**config.mk**
```make
export PLATFORM = sky130hd
export DESIGN_NAME = mem_port_arbiter
export DESIGN_NICKNAME = d
export VERILOG_FILES = /design/src/rtl/mem_port_arbiter.sv
export SDC_FILE = /design/constraint.sdc
export NUM_CORES = 1
export LEC_CHECK = 0
export CORE_AREA = 2 2 536 538
export DETAILED_ROUTE_END_ITERATION = 12
export DIE_AREA = 0 0 538 540
export SETUP_SLACK_MARGIN = 0.4
export SYNTH_ARGS = -nofsm -noshare
export SYNTH_HDL_FRONTEND = slang
export SYNTH_SLANG_ARGS = --single-unit
```
**constraint.sdc**
```tcl
create_clock -name clk -period 2.2 [get_ports clk]
set_clock_uncertainty 0.15 [all_clocks]
set_input_delay 0.66 -clock clk [delete_from_list [all_inputs] [get_ports clk]]
set_output_delay 0.66 -clock clk [all_outputs]
set_load 0.01 [all_outputs]
```
**src/rtl/mem_port_arbiter.sv**
```systemverilog
// Shares one line-wide memory port between the I-cache and D-cache miss interfaces.
// Define MEM_ARB_RR_EN for round-robin tie-breaking; default is fixed D-cache priority.
module mem_port_arbiter #(
  parameter int ADDR_WIDTH = 32,
  parameter int LINE_WIDTH = 256
) (
  input  logic                  clk,
  input  logic                  rst_n,
  input  logic                  ic_strobe,
  input  logic [ADDR_WIDTH-1:0] ic_addr,
  output logic                  ic_done,
  output logic [LINE_WIDTH-1:0] ic_rdata,
  input  logic                  dc_strobe,
  input  logic [ADDR_WIDTH-1:0] dc_addr,
  input  logic                  dc_rw,
  input  logic [LINE_WIDTH-1:0] dc_wdata,
  output logic                  dc_done,
  output logic [LINE_WIDTH-1:0] dc_rdata,
  output logic                  mem_strobe,
  output logic [ADDR_WIDTH-1:0] mem_addr,
  output logic                  mem_rw,
  output logic [LINE_WIDTH-1:0] mem_wdata,
  input  logic [LINE_WIDTH-1:0] mem_rdata,
  input  logic                  mem_done
);

  typedef enum logic [1:0] {S_IDLE, S_ISSUE, S_WAIT, S_RESP} state_t;

  localparam logic OWN_IC = 1'b0;
  localparam logic OWN_DC = 1'b1;

  state_t                state_q, state_d;
  logic                  owner_q, owner_d;
  logic                  last_grant_q, last_grant_d;
  logic                  ic_pend_q, ic_pend_d;
  logic                  dc_pend_q, dc_pend_d;
  logic [ADDR_WIDTH-1:0] ic_addr_q, ic_addr_d;
  logic [ADDR_WIDTH-1:0] dc_addr_q, dc_addr_d;
  logic                  dc_rw_q, dc_rw_d;
  logic [LINE_WIDTH-1:0] dc_wdata_q, dc_wdata_d;
  logic                  mem_strobe_q, mem_strobe_d;
  logic [ADDR_WIDTH-1:0] mem_addr_q, mem_addr_d;
  logic                  mem_rw_q, mem_rw_d;
  logic [LINE_WIDTH-1:0] mem_wdata_q, mem_wdata_d;
  logic                  ic_done_q, ic_done_d;
  logic                  dc_done_q, dc_done_d;
  logic [LINE_WIDTH-1:0] ic_rdata_q, ic_rdata_d;
  logic [LINE_WIDTH-1:0] dc_rdata_q, dc_rdata_d;

  logic ic_avail, dc_avail, do_grant, grant_sel, tie_sel;

  always_comb begin
    state_d      = state_q;
    owner_d      = owner_q;
    last_grant_d = last_grant_q;
    ic_pend_d    = ic_pend_q;
    dc_pend_d    = dc_pend_q;
    ic_addr_d    = ic_addr_q;
    dc_addr_d    = dc_addr_q;
    dc_rw_d      = dc_rw_q;
    dc_wdata_d   = dc_wdata_q;
    mem_strobe_d = 1'b0;
    mem_addr_d   = mem_addr_q;
    mem_rw_d     = mem_rw_q;
    mem_wdata_d  = mem_wdata_q;
    ic_done_d    = 1'b0;
    dc_done_d    = 1'b0;
    ic_rdata_d   = ic_rdata_q;
    dc_rdata_d   = dc_rdata_q;
    do_grant     = 1'b0;

    if (ic_strobe && !ic_pend_q) begin
      ic_pend_d = 1'b1;
      ic_addr_d = ic_addr;
    end
    if (dc_strobe && !dc_pend_q) begin
      dc_pend_d  = 1'b1;
      dc_addr_d  = dc_addr;
      dc_rw_d    = dc_rw;
      dc_wdata_d = dc_wdata;
    end

    // The owner being retired in RESP no longer competes for the next grant.
    ic_avail = ic_pend_q && !(state_q == S_RESP && owner_q == OWN_IC);
    dc_avail = dc_pend_q && !(state_q == S_RESP && owner_q == OWN_DC);

`ifdef MEM_ARB_RR_EN
    tie_sel = ~last_grant_q;
`else
    tie_sel = OWN_DC;
`endif
    if (ic_avail && dc_avail) grant_sel = tie_sel;
    else if (dc_avail)        grant_sel = OWN_DC;
    else                      grant_sel = OWN_IC;

    case (state_q)
      S_IDLE: begin
        if (ic_avail || dc_avail) do_grant = 1'b1;
      end
      S_ISSUE: begin
        state_d = S_WAIT;
      end
      S_WAIT: begin
        if (mem_done) begin
          state_d = S_RESP;
          if (owner_q == OWN_IC) begin
            ic_done_d  = 1'b1;
            ic_rdata_d = mem_rdata;
          end else begin
            dc_done_d = 1'b1;
            if (!dc_rw_q) dc_rdata_d = mem_rdata;
          end
        end
      end
      S_RESP: begin
        if (owner_q == OWN_IC) ic_pend_d = 1'b0;
        else                   dc_pend_d = 1'b0;
        if (ic_avail || dc_avail) do_grant = 1'b1;
        else                      state_d  = S_IDLE;
      end
      default: state_d = S_IDLE;
    endcase

    if (do_grant) begin
      state_d      = S_ISSUE;
      owner_d      = grant_sel;
      last_grant_d = grant_sel;
      mem_strobe_d = 1'b1;
      if (grant_sel == OWN_IC) begin
        mem_addr_d  = ic_addr_q;
        mem_rw_d    = 1'b0;
        mem_wdata_d = '0;
      end else begin
        mem_addr_d  = dc_addr_q;
        mem_rw_d    = dc_rw_q;
        mem_wdata_d = dc_wdata_q;
      end
    end
  end

  always_ff @(posedge clk or negedge rst_n) begin
    if (!rst_n) begin
      state_q      <= S_IDLE;
      owner_q      <= OWN_IC;
      last_grant_q <= OWN_DC;
      ic_pend_q    <= 1'b0;
      dc_pend_q    <= 1'b0;
      ic_addr_q    <= '0;
      dc_addr_q    <= '0;
      dc_rw_q      <= 1'b0;
      dc_wdata_q   <= '0;
      mem_strobe_q <= 1'b0;
      mem_addr_q   <= '0;
      mem_rw_q     <= 1'b0;
      mem_wdata_q  <= '0;
      ic_done_q    <= 1'b0;
      dc_done_q    <= 1'b0;
      ic_rdata_q   <= '0;
      dc_rdata_q   <= '0;
    end else begin
      state_q      <= state_d;
      owner_q      <= owner_d;
      last_grant_q <= last_grant_d;
      ic_pend_q    <= ic_pend_d;
      dc_pend_q    <= dc_pend_d;
      ic_addr_q    <= ic_addr_d;
      dc_addr_q    <= dc_addr_d;
      dc_rw_q      <= dc_rw_d;
      dc_wdata_q   <= dc_wdata_d;
      mem_strobe_q <= mem_strobe_d;
      mem_addr_q   <= mem_addr_d;
      mem_rw_q     <= mem_rw_d;
      mem_wdata_q  <= mem_wdata_d;
      ic_done_q    <= ic_done_d;
      dc_done_q    <= dc_done_d;
      ic_rdata_q   <= ic_rdata_d;
      dc_rdata_q   <= dc_rdata_d;
    end
  end

  assign mem_strobe = mem_strobe_q;
  assign mem_addr   = mem_addr_q;
  assign mem_rw     = mem_rw_q;
  assign mem_wdata  = mem_wdata_q;
  assign ic_done    = ic_done_q;
  assign dc_done    = dc_done_q;
  assign ic_rdata   = ic_rdata_q;
  assign dc_rdata   = dc_rdata_q;

endmodule

```
======== Word level (Yosys, flattened, before mapping) ========
Index checks and enable logic that the tools add are counted.
W data, S select, Z words.
storage, ports and cells
  register bits ........................... 1130
  input bits .............................. 582
  output and inout port bits .............. 804
  word-level logic and storage cells ...... 65
cells by class
  equality and inequality tests ........... 5
  muxes and demuxes ....................... 24
  bitwise operators ....................... 2
  reduce and logical (&&, ||, !) cells .... 18
operators by type and width
  kind                  number
  $mux W256             1
  $mux W32              1
  $mux W1               18
  $logic_and A1 B1 Y1   7
  $mux W2               3
  $ne A3 B3 Y1 const B  2
  $pmux W2 S3           1
  $reduce_and A3 Y1     2
  $eq A2 B2 Y1 const B  2
  $logic_not A1 Y1      4
  $reduce_and A4 Y1     1
  $reduce_bool A4 Y1    1
  $eq A2 B1 Y1 const B  1
  $logic_not A2 Y1      1
  $not A1 Y1            2
  $reduce_or A2 Y1      1
  $logic_or A1 B1 Y1    1

======== Depth between registers and ports, before layout ========
  depth in word-level cells ............... 9
  gate-level depth with buffers ........... 8
  gate-level depth less buffers ........... 5

======== Least setup slack after synthesis ========
Ideal clock, no wire load.
  kind .................................... flip-flop to flip-flop
  start point ............................. reg state_q[0]
  end point ............................... reg mem_addr_q[8] (netlist: mem_addr[8])
  library setup time ...................... 128 ps
  arrival time ............................ 1854 ps
  data required time ...................... 1922 ps
  slack ................................... 69 ps
  stages on the path, launching flop included .. 7
  path buffers ............................ 2
  clock period less this slack ............ 2131 ps
  cells stage by stage .................... dfrtp_1 > ha_1 > buf_2 > a21boi_4 > buf_2 > mux2_2 > mux2_1
on the way
  longest elaborated chain between the ends .. 7
  elaborated cells on any way between the ends .. 16
  those cells by class .................... eq/ne: 1; mux: 5; reduce/logical: 10
ends and longest elaborated chain
  element                                        line         RTL
  start: declaration                             32           state_t state_q, state_d;
  start signal: assignment                       161          state_q <= state_d;
  $eq A2 B2 Y1                                   84, 85, 96
  $logic_and A1 B1 Y1, on equally long branches  85, 84
  $logic_not A1 Y1, on equally long branches     85, 84
  $logic_and A1 B1 Y1, on equally long branches  85, 84
  $mux W1, or another cell as far along          93           else if (dc_avail) grant_sel = OWN_DC;
  $mux W1, on equally long branches              92, 98, 118
  $mux W32 or $mux W1 (tied branches)            -
  end signal: assignment                         171          mem_addr_q <= mem_addr_d;
  end: declaration                               42           logic [ADDR_WIDTH-1:0] mem_addr_q, mem_addr_d;
Several ways; a longest one is shown, not always the timed one.
A chain may end at the register's enable or synchronous reset.

======== Final worst setup path ========
  start point ............................. reg mem_wdata_q[90] (netlist: mem_wdata[90])
  end point ............................... out mem_wdata[90]
RTL lines
  element                   line  RTL
  start: declaration        44    logic [LINE_WIDTH-1:0] mem_wdata_q, mem_wdata_d;
  start signal: assignment  173   mem_wdata_q <= mem_wdata_d;
  end: declaration          22    output logic [LINE_WIDTH-1:0] mem_wdata,
No word-level cell between the ends.

==> metrics.yaml <==
floorplan:
  initial_core_util_pct: 14.69
  die_y_um: 540
  num_rows: 196
  io_pins: 1386
  coreArea_um2: 284500
  die_area_um2: 290500
  die_w_um: 538
logic_synthesis:
  synth.mux.area_fraction_pct: 24.20
  synth_area_um2: 41780
  ys_warn_count: 0
  ys_types: 29
  ys_ff_latch: 1130
  yosys.area_share.adder_pct: 0.1198
  syn_inst: 2475
  syn_avg_cell_area_um2: 16.88
  synthXorXnorAreaFrac_pct: 0
  yosys.area_share.simple_pct: 0.1797
  synth_top_family_by_area: "multiplexers"
  yosysSeqAreaShare_pct: 67.68
  synth_compound_area_share_pct: 5.654
  syn_nets: 3061
global_route:
  grt_max_degree: 69
  antenna_found_initial: 116
  grt_usage_pct: 13.75
  overflow: 0
  grt_first_pass_wirelength_um: 276700
  first_global_vias: 31420
worst_setup_path:
  crit_arrival_ns: 1.42
  cp_top_family: "flip-flops"
  endpoint_kind: "output pin"
  crit_fanout: 2
  crit_slowest_cell: "dfrtp_2"
  critPathLaunchType: "flop"
  critPathRequiredTime_ns: 1.39
  cp_cell_sequence: "buf_6"
  max_stage_delay_ns: 0.48
  cp_num_buf_inv: 1
  path_class: "flop to output pin"
cts:
  clock-sinks: 1130
  clockRootBuffer: "clkbuf_16"
  cts_buffers: 135
  cts_buffer_depth: 4
  clk_pin_slew_ns: 0.06
  htreeDepth: 4
  clock_latency_ns: 0.79
  cts_tree: "yes"
route:
  postRouteAntennaNets: 0
  routed_wl_um: 219400
  viasPerCell: 3.733
  drc: 0
  wire_per_inst_um: 26.66
  vias: 30730
  drtPass1Iterations: 5
  initialDrtViolationCount: 1834
sta:
  max_clock_freq_mhz: 449.4
  worst_slew_pin_slew_ns: 0.4190
  rsz0062_at_grt: "yes"
  fin_crit_ns: 2.225
  slew_headroom_pct: 71.34
  finalHoldViolations: 0
  finalCritPeriodShare_pct: 101.2
  finalSetupViolCount: 20
  finalMaxSlewViolations: 0
  fin_ws_ns: -0.02541
finish:
  utilization_pct: 24.88
  nNetsFinal: 4939
  syn2layout_area_growth_pct: 69.37
  final_area_um2: 70770
  drive_gt1_share_pct: 55.57
run:
  maxCapViolations: 0
power:
  power_frac_clock_pct: 20.3
  swShare_pct: 33.86
  p_per_area_nw_per_um2: 1628
  power_frac_comb_pct: 45.9
  power_switching_uw: 39020
  peakVddDrop_mv: 0.8199
  p_int_uw: 76200
  leakagePower_uw: 0.03236
  pwr-share-seq_pct: 33.8
status:
  violations: "setup timing"
  outcome: "finished with violations"
placement:
  portBuffers: 1385
  post-place-ws_ns: -0.7578
  place_congestion: 0.8853
  place_area_um2: 61970
  dp_hpwl_um: 167600
hold_path:
  hold_class: "input pin to async pin"
## worst register-to-register path: stages, from the launching register on
cell	delay (ns)
dfrtp_1	0.42
buf_6	0.15
ha_4	0.17
a21boi_4	0.22
o221ai_4	0.20
buf_6	0.20
buf_12	0.16
clkbuf_16	0.19
a22o_1	0.22
## through the flow
stage	cells	hold WS (ns)	total power [uW]	setup TNS, ns
2_1_floorplan	2475	0.2144	57680	0
3_3_place_gp	7640	0.3141	82520	-415.76
3_5_place_dp	7640	0.3229	83350	-415.96
4_1_cts	8061	0.006771	108900	-26.97
5_1_grt	8220	0.04400	120700	-19.36
6_report	8231	0.1022	115200	-0.2087
## cell usage after synthesis
cell,count,share of area [%]
o221ai_4,1,0.063
buf_2,94,1.1
clkbuf_1,11,0.099
a31o_2,1,0.021
dfrtp_1,1130,68
inv_2,1,0.0090
nor2_1,2,0.018
o21a_1,1,0.018
a21boi_4,1,0.045
buf_1,5,0.045
nor2b_1,3,0.045
a21o_1,1,0.018
nor3_1,1,0.012
ha_1,4,0.12
nand2b_1,2,0.030
a211oi_1,1,0.018
mux2_1,3,0.081
a2111oi_0,1,0.021
nor3b_1,2,0.036
and2_1,1,0.015
o31ai_1,1,0.018
and3_1,1,0.015
buf_4,48,0.86
mux2_2,895,24
a22o_1,257,5.4
inv_1,3,0.027
a21oi_1,2,0.024
a211o_1,1,0.021
nand2_1,1,0.0090
## sequential cells by signal, summed over array words and instances (netlist names)
signal and flops:
dc_rdata 256, dc_wdata_q 256, ic_rdata 256, mem_wdata 256, dc_addr_q 32, ic_addr_q 32, mem_addr 32, state_q 2
dc_done 1, dc_pend_q 1, dc_rw_q 1, ic_done 1, ic_pend_q 1, mem_rw 1, mem_strobe 1, owner_q 1
## logic make-up (layout without fill, tap and decap cells)
group / after synthesis / after routing
AOI/OAI and AO/OA: 268 / 268
adders and majority gates: 4 / 4
buffers and inverters: 162 / 2134
DFF: 1130 / 1130
muxes: 898 / 898
other: 0 / 22
and+or+nand+nor: 13 / 13
## final cells by class
type	count	area [um2]
antenna	22	55.05
clock buffer	191	3911
clock inverter	40	678.2
fill	29350	213700
inverter	4	17.52
multi-input combinational	1183	14110
sequential	1130	28320
tap	3762	4707
timing repair buffer	1899	18970
## worst paths after layout
check	start	end	slack, ns	cells after the start
max	mem_wdata[90]$_DFFE_PN0P_	mem_wdata[90]	-0.03	1
min	rst_n	mem_wdata[172]$_DFFE_PN0P_	0.10	2
max reg2reg	state_q[1]$_DFFE_PN0P_	mem_wdata[194]$_DFFE_PN0P_	-0.02	8
min reg2reg	dc_wdata_q[115]$_DFFE_PN0P_	mem_wdata[115]$_DFFE_PN0P_	0.32	1
max in group asynchronous	rst_n	mem_wdata[84]$_DFFE_PN0P_	0.77	4
min in group clk	dc_wdata_q[115]$_DFFE_PN0P_	mem_wdata[115]$_DFFE_PN0P_	0.32	1
## per-layer routing
| layer | routed length [um] | track usage, % | share of wire, % |
|---|---|---|---|
| met4 | 5742 | 3.247 | 2.6 |
| met2 | 101000 | 22.05 | 46 |
| met1 | 89100 | 17.06 | 41 |
| met5 | 196 | 0 | 0.089 |
| met3 | 23390 | 5.621 | 11 |
## timing repair
| item | CTS | global route |
|---|---|---|
| resized for setup | 3781 | 327 |
| setup endpoints to repair | 1846 | 1885 |
| hold buffers | 1 | 0 |
| cloned | 7 | 62 |
| pin swaps | 17 | 62 |
| buffers inserted | 182 | 86 |
| endpoints found under the hold margin | 79 | 0 |
## cells in the final DEF, fill, tap and decap left out, drive strengths merged, types with 2 or more instances in the layout
| cell type | Yosys | routed |
|---|---|---|
| clkinv | 0 | 13 |
| ha | 4 | 4 |
| clkinvlp | 0 | 2 |
| clkdlybuf4s50 | 0 | 580 |
| a21oi | 2 | 2 |
| nor3b | 2 | 2 |
| nand2b | 2 | 2 |
| inv | 4 | 15 |
| bufinv | 0 | 14 |
| nor2b | 3 | 3 |
| diode | 0 | 22 |
| a22o | 257 | 257 |
| buf | 147 | 1271 |
| clkbuf | 11 | 238 |
| dfrtp | 1130 | 1130 |
| mux2 | 898 | 898 |
| nor2 | 2 | 2 |
## power groups by stage
stage          Combinational (uW)  Clock [uW]  Sequential, uW
3_3_place_gp                44500           0           38000
5_1_grt                     55800       25000           40000
3_5_place_dp                45100           0           38300
6_report                    52900       23400           39000
2_1_floorplan               18700           0           39000
4_1_cts                     46200       24000           38700
Note: power is estimated with default switching activity, not from simulation.
